`config.mk`:
```
export PLATFORM = sky130hd
export DESIGN_NAME = fe_prefetch
export DESIGN_NICKNAME = d
export VERILOG_FILES = /design/src/rtl/fe_prefetch_pkg.sv /design/src/rtl/fe_fifo.sv /design/src/rtl/fe_prefetch.sv
export SDC_FILE = /design/constraint.sdc
export NUM_CORES = 1
export LEC_CHECK = 0
export BUFFER_PORTS_ARGS = -buffer_cell sky130_fd_sc_hd__clkbuf_2
export CAP_MARGIN = 10
export CORE_ASPECT_RATIO = 1.75
export CORE_MARGIN = 3
export CORE_UTILIZATION = 56
export CTS_CLUSTER_DIAMETER = 60
export DETAILED_ROUTE_END_ITERATION = 8
export PLACE_DENSITY = 0.83
export SLEW_MARGIN = 10
export SYNTH_ARGS = -nofsm -noshare
export SYNTH_HDL_FRONTEND = slang
export SYNTH_SLANG_ARGS = --single-unit
```
`constraint.sdc`:
```
create_clock -name clk -period 3.55 [get_ports clk]
set_clock_uncertainty 0.15 [all_clocks]
set_input_delay 0.355 -clock clk [delete_from_list [all_inputs] [get_ports clk]]
set_output_delay 0.355 -clock clk [all_outputs]
set_load 0.01 [all_outputs]
```
`src/rtl/fe_prefetch_pkg.sv`:
```
// -----------------------------------------------------------------------------
// fe_prefetch_pkg
// Shared constants for the instruction-fetch front end:
//   QISP_WORD_W   - native instruction word width
//   QISP_ADDR_W   - native word-addressed fetch address width
//   QISP_RESET_PC - default fetch PC after reset
//   clog2()       - constant ceil(log2(v)), used to size pointers and counters
// -----------------------------------------------------------------------------
package fe_prefetch_pkg;

  localparam int QISP_WORD_W = 16;
  localparam int QISP_ADDR_W = 16;
  localparam logic [QISP_ADDR_W-1:0] QISP_RESET_PC = '0;

  // ceil(log2(v)); returns 0 for v <= 1.
  function automatic int clog2(input int v);
    int r;
    int x;
    r = 0;
    x = v - 1;
    while (x > 0) begin
      r = r + 1;
      x = x >> 1;
    end
    return r;
  endfunction

endpackage

```
`src/rtl/fe_fifo.sv`:
```
// -----------------------------------------------------------------------------
// fe_fifo
// First-word-fall-through queue of DEPTH entries of W bits. The head entry is
// always presented on rd_data_o; count_o tells the consumer whether it is real.
//
// Ports:
//   clk, a_rst   - clock, asynchronous active-low reset
//   push_i       - write wr_data_i at the tail (ignored when full)
//   pop_i        - drop the head entry (ignored when empty)
//   flush_i      - empty the queue; overrides push_i and pop_i
//   wr_data_i    - tail write data
//   rd_data_o    - head entry (stale while count_o == 0)
//   count_o      - occupied entries, 0..DEPTH
// -----------------------------------------------------------------------------
module fe_fifo
  import fe_prefetch_pkg::*;
#(
  parameter int W     = 32,
  parameter int DEPTH = 4
) (
  input  logic                  clk,
  input  logic                  a_rst,
  input  logic                  push_i,
  input  logic                  pop_i,
  input  logic                  flush_i,
  input  logic [W-1:0]          wr_data_i,
  output logic [W-1:0]          rd_data_o,
  output logic [clog2(DEPTH):0] count_o
);

  localparam int PW = clog2(DEPTH);
  localparam int CW = PW + 1;
  localparam logic [CW-1:0] DEPTH_C = CW'(DEPTH);

  logic [W-1:0]  mem_q [DEPTH];
  logic [PW-1:0] wr_ptr_q, wr_ptr_d;
  logic [PW-1:0] rd_ptr_q, rd_ptr_d;
  logic [CW-1:0] count_q, count_d;
  logic          push_ok;
  logic          pop_ok;

  assign push_ok = push_i & (count_q != DEPTH_C) & ~flush_i;
  assign pop_ok  = pop_i  & (count_q != '0)      & ~flush_i;

  // DEPTH is a power of two, so pointers wrap by natural overflow.
  always_comb begin
    wr_ptr_d = wr_ptr_q;
    rd_ptr_d = rd_ptr_q;
    count_d  = count_q;
    if (flush_i) begin
      wr_ptr_d = '0;
      rd_ptr_d = '0;
      count_d  = '0;
    end else begin
      if (push_ok) wr_ptr_d = wr_ptr_q + 1'b1;
      if (pop_ok)  rd_ptr_d = rd_ptr_q + 1'b1;
      case ({push_ok, pop_ok})
        2'b10:   count_d = count_q + 1'b1;
        2'b01:   count_d = count_q - 1'b1;
        default: count_d = count_q;
      endcase
    end
  end

  always_ff @(posedge clk or negedge a_rst) begin
    if (!a_rst) begin
      wr_ptr_q <= '0;
      rd_ptr_q <= '0;
      count_q  <= '0;
    end else begin
      wr_ptr_q <= wr_ptr_d;
      rd_ptr_q <= rd_ptr_d;
      count_q  <= count_d;
    end
  end

  // Storage carries no reset: contents are only observable once count_q > 0.
  always_ff @(posedge clk) begin
    if (push_ok) mem_q[wr_ptr_q] <= wr_data_i;
  end

  assign rd_data_o = mem_q[rd_ptr_q];
  assign count_o   = count_q;

endmodule

```
`src/rtl/fe_prefetch.sv`:
```
// -----------------------------------------------------------------------------
// fe_prefetch
// Prefetch queue between instruction memory and decode. Owns the fetch PC,
// requests words while the queue has room, tags each captured word with its
// address and presents the oldest one first-word-fall-through.
//
// Handshakes:
//   memory: a word is captured in any cycle where o_mem_req and i_mem_rdy are
//           both high; o_mem_adr holds until that happens.
//   decode: the head entry is consumed in any cycle where o_valid and i_take
//           are both high; i_take without o_valid does nothing.
//
// Ports:
//   clk, a_rst              - clock, asynchronous active-low reset
//   o_mem_adr, o_mem_req    - fetch address / request to memory
//   i_mem_rdy, i_mem_data   - memory returns the word for o_mem_adr
//   i_redirect, i_redirect_pc - flush and restart fetch at a new PC
//   i_halt                  - stop requesting until the next redirect
//   i_take                  - decode consumes the head entry
//   o_valid, o_ir, o_pc     - head entry and its address
//   o_count                 - occupied entries
//   o_halted                - sticky halt state
// -----------------------------------------------------------------------------
module fe_prefetch
  import fe_prefetch_pkg::*;
#(
  parameter int                 DATA_W   = QISP_WORD_W,
  parameter int                 ADDR_W   = QISP_ADDR_W,
  parameter int                 DEPTH    = 4,
  parameter logic [ADDR_W-1:0]  RESET_PC = ADDR_W'(QISP_RESET_PC)
) (
  input  logic                  clk,
  input  logic                  a_rst,
  output logic [ADDR_W-1:0]     o_mem_adr,
  output logic                  o_mem_req,
  input  logic                  i_mem_rdy,
  input  logic [DATA_W-1:0]     i_mem_data,
  input  logic                  i_redirect,
  input  logic [ADDR_W-1:0]     i_redirect_pc,
  input  logic                  i_halt,
  input  logic                  i_take,
  output logic                  o_valid,
  output logic [DATA_W-1:0]     o_ir,
  output logic [ADDR_W-1:0]     o_pc,
  output logic [clog2(DEPTH):0] o_count,
  output logic                  o_halted
);

  localparam int CW = clog2(DEPTH) + 1;
  localparam int EW = ADDR_W + DATA_W;
  localparam logic [CW-1:0] DEPTH_C = CW'(DEPTH);

  logic [ADDR_W-1:0] pc_q, pc_d;
  logic              halted_q, halted_d;
  logic              started_q;
  logic [CW-1:0]     count;
  logic [EW-1:0]     rd_entry;
  logic              mem_req;
  logic              push;
  logic              pop;

  // A full queue blocks the request even when decode pops in the same cycle;
  // the freed slot is only seen through the registered count next cycle.
  assign mem_req = started_q & ~halted_q & ~i_redirect & (count != DEPTH_C);
  assign push    = mem_req & i_mem_rdy;
  assign pop     = (count != '0) & i_take & ~i_redirect;

  always_comb begin
    pc_d     = pc_q;
    halted_d = halted_q;
    if (i_redirect) begin
      pc_d     = i_redirect_pc;
      halted_d = 1'b0;
    end else begin
      if (push)   pc_d     = pc_q + 1'b1;
      if (i_halt) halted_d = 1'b1;
    end
  end

  always_ff @(posedge clk or negedge a_rst) begin
    if (!a_rst) begin
      pc_q      <= RESET_PC;
      halted_q  <= 1'b0;
      started_q <= 1'b0;
    end else begin
      pc_q      <= pc_d;
      halted_q  <= halted_d;
      started_q <= 1'b1;
    end
  end

  fe_fifo #(
    .W     (EW),
    .DEPTH (DEPTH)
  ) u_fifo (
    .clk       (clk),
    .a_rst     (a_rst),
    .push_i    (push),
    .pop_i     (pop),
    .flush_i   (i_redirect),
    .wr_data_i ({pc_q, i_mem_data}),
    .rd_data_o (rd_entry),
    .count_o   (count)
  );

  assign o_mem_adr = pc_q;
  assign o_mem_req = mem_req;
  assign o_valid   = (count != '0);
  assign o_pc      = rd_entry[EW-1:DATA_W];
  assign o_ir      = rd_entry[DATA_W-1:0];
  assign o_count   = count;
  assign o_halted  = halted_q;

endmodule

```
==> reports/qor.csv <==
metric,value,unit
Post-CTS Repair Setup Buffers,0,
# rows,49,
Final Hold Vio Count,0,
clock sinks,153,
post-synth net total,376,
Clock Path Buffers,2,
vias in the first global route,3561,
CP peak stage delay,0.79,ns
Pwr per Cell Area,582.8,nW/um^2
CTS tree,built,
Initial Util,58.46,%
Worst Path Max Fanout,20,
area grow syn2layout,19.55,%
die area,12220,um^2
RSZ-0062 raised after global routing,false,
DRC violation total after the first TritonRoute iteration,175,
area of the multi-input gates,1541,um^2
initial antenna violation count,0,
leakage,2.613,nW
met1 Usage GRT,22.47,%
asr flop ratio synth,16.34,%
Root Buffer,clkbuf_16,
routed wire length,11.25,mm
Util after Layout,69.89,%
Place WS,0.8570,ns
PnR worst setup slack,0.8675,ns
vias per inst,5.821,
worst rel slew slack,43.72,%
CP cell instances,buf_4 -> mux4_2 -> clkbuf_2,
GR peak layer,met2,
Critical Path RT,3.04,ns
hpwl dp,7.328,mm
setup_tns,0,ns
switching share of power,22.16,%
Post-route DRC,0,
met2 Usage GRT,35.23,%
Cells after Synth,332,
Flop pwr share,49.2,%
Core ar.,10420,um^2
Skew-Pair Late Insertion Delay,0.41,ns
critical path's slowest cell,dfrtp_1,
CP Launch Type,flip-flop,
drt pass-1 iters,4,
fin cells,571,
Nets,476,
GR Util met3,4.504,%
final setup violation count,0,
Least-Margin Pin Slew,0.8442,ns
die height,144.0,um
Tot GR Track Use,19.79,%
post-synthesis sequential area ratio,73.35,%
CP endpoint kind,output pin,
switching pwr,0.0009409,W
status,completed,
combinational power share,9.7,%
Yosys reg bits,153,
Yosys cell types,43,
global-route wire length before repair,18.07,mm
Num CTS Buffers,17,
number of port buffers,91,
worst path arrival time,2.18,ns
syn_area_per_cell,18.35,um^2
Avg WL per Cell,19.70,um
clock share of power,41.1,%
post-route ant nets,0,
"Remaining Overflow, GRT",0,
Vias,3324,
Die Span X,84.85,um
Tmin final,2.682,ns
Ports,92,
Worst Setup Path Type,reg -> out,
period utilization,75.56,%
Seq. cell area,4471,um^2
antenna cells,0,
max-cap viol count,0,
"EDFF count, synth",128,
internal power,0.003305,W
Yosys Warn Count,0,
Peak supply drop,506.0,uV
Clock transition at path regs,0.05,ns
GP Congestion,0.7663,
largest net degree at the start of global routing,33,
"commonest non-fill, non-tap cell in the layout",edfxtp_1,
Filler cells,685,
H-tree depth,4,
final slew viol count,0,
FMAX,372.8,MHz
layout cell share with drive strength beyond 1,37.39,%
Post-Synthesis Cell Area,6093,um^2
Hold/Removal Path Class,in -> reg,
placed cell count,538,
ys flop type,edfxtp_1,
"commonest cells after routing, fill and taps aside","edfxtp_1, clkbuf_2, mux4_2",
[logic make-up (layout without fill, tap and decap cells)]
group	count (synthesis)	in the layout	share of synthesized area, %
buffers and inverters	20	132	1.437
adders and majority gates	6	6	1.355
muxes	35	35	12.34
other	1	1	0.06154
DFF	153	153	73.35
AOI/OAI and AO/OA	42	42	4.661
and+or+nand+nor	70	70	6.078
xor gates and xnor gates	5	5	0.7188
[worst max-delay path: cells and delay by family, from the launching register on]
family | cells | cell delay (ns)
DFF | 1 | 0.79
buffers and inverters | 2 | 0.58
muxes | 1 | 0.40
[through the flow]
step	total power [W]	area, um^2	hold slack, ns
2_1_floorplan	0.002363	6093	-0.09059
3_3_place_gp	0.002524	6680	0.2541
3_5_place_dp	0.002540	6680	0.2599
4_1_cts	0.004274	7284	0.001550
5_1_grt	0.004393	7284	0.007344
6_report	0.004246	7284	0.003305
[what timing repair did]
item                                   4_1_cts  5_1_grt
resized for setup                            0        0
endpoints found under the hold margin       26        0
hold buffers                                 2        0
setup endpoints to repair                    0        0
[cell usage after synthesis, types with 4 or more instances]
cell type  instances  share of area [%]
inv_1              5               0.31
o311ai_1           4               0.57
and2_1             5               0.51
dfrtp_1           25                 10
nand4_1            4               0.41
edfxtp_1         128                 63
a21oi_1            7               0.57
ha_1               5                1.0
o21ai_0           16                1.3
nor2_1            17                1.0
mux4_2            32                 12
nor3_1             4               0.33
buf_2              7               0.57
nand3_1           10               0.82
clkbuf_1           7               0.43
nand2_1           18                1.1
[power by group through the flow]
stage	Sequential [W]	Combinational (W)	Clock, W
after floorplan	0.00209	0.000269	0
after global placement	0.00212	0.000407	0
after detailed placement	0.00212	0.000416	0
after CTS	0.00209	0.000421	0.00176
after global routing	0.00210	0.000448	0.00185
final	0.00209	0.000411	0.00175
[area by class of cell]
| cell class | count | share of cell area (%) |
|---|---|---|
| clock buffers | 18 | 5.891 |
| clock inverters | 13 | 2.130 |
| inverters | 5 | 0.2576 |
| multi-input cells | 159 | 21.16 |
| flip-flops and latches | 153 | 61.37 |
| well taps | 127 | 2.181 |
| repair buffers | 96 | 7.008 |
[state kept, by name, indices dropped and copies added, names as in the netlist]
register	count
u_fifo.mem_q	128
o_mem_adr	16
u_fifo.count_o	3
u_fifo.rd_ptr_q	2
u_fifo.wr_ptr_q	2
o_halted	1
started_q	1
[path summary, 6_finish.rpt]
| path | start | depth (start not counted) | slack (ns) | endpoint |
|---|---|---|---|---|
| max | u_fifo.rd_ptr_q[1]$_DFFE_PN0P_ | 3 | 0.87 | o_pc[7] |
| min | i_redirect_pc[1] | 3 | 0.003 | o_mem_adr[1]$_DFFE_PN0P_ |
| max reg2reg | o_halted$_DFFE_PN0P_ | 8 | 0.88 | u_fifo.count_o[2]$_DFFE_PN0P_ |
| min reg2reg | o_halted$_DFFE_PN0P_ | 2 | 0.41 | o_halted$_DFFE_PN0P_ |
| max in group asynchronous | a_rst | 2 | 2.48 | u_fifo.rd_ptr_q[0]$_DFFE_PN0P_ |
| min in group asynchronous | a_rst | 2 | 0.33 | o_mem_adr[7]$_DFFE_PN0P_ |
[routing by layer]
metal | wire, um | share of wire (%)
met1 | 4209 | 37
met2 | 6138 | 55
met3 | 585 | 5.2
met4 | 313 | 2.8
met5 | 0 | 0
No activity file was read; power rests on OpenSTA's default activity.
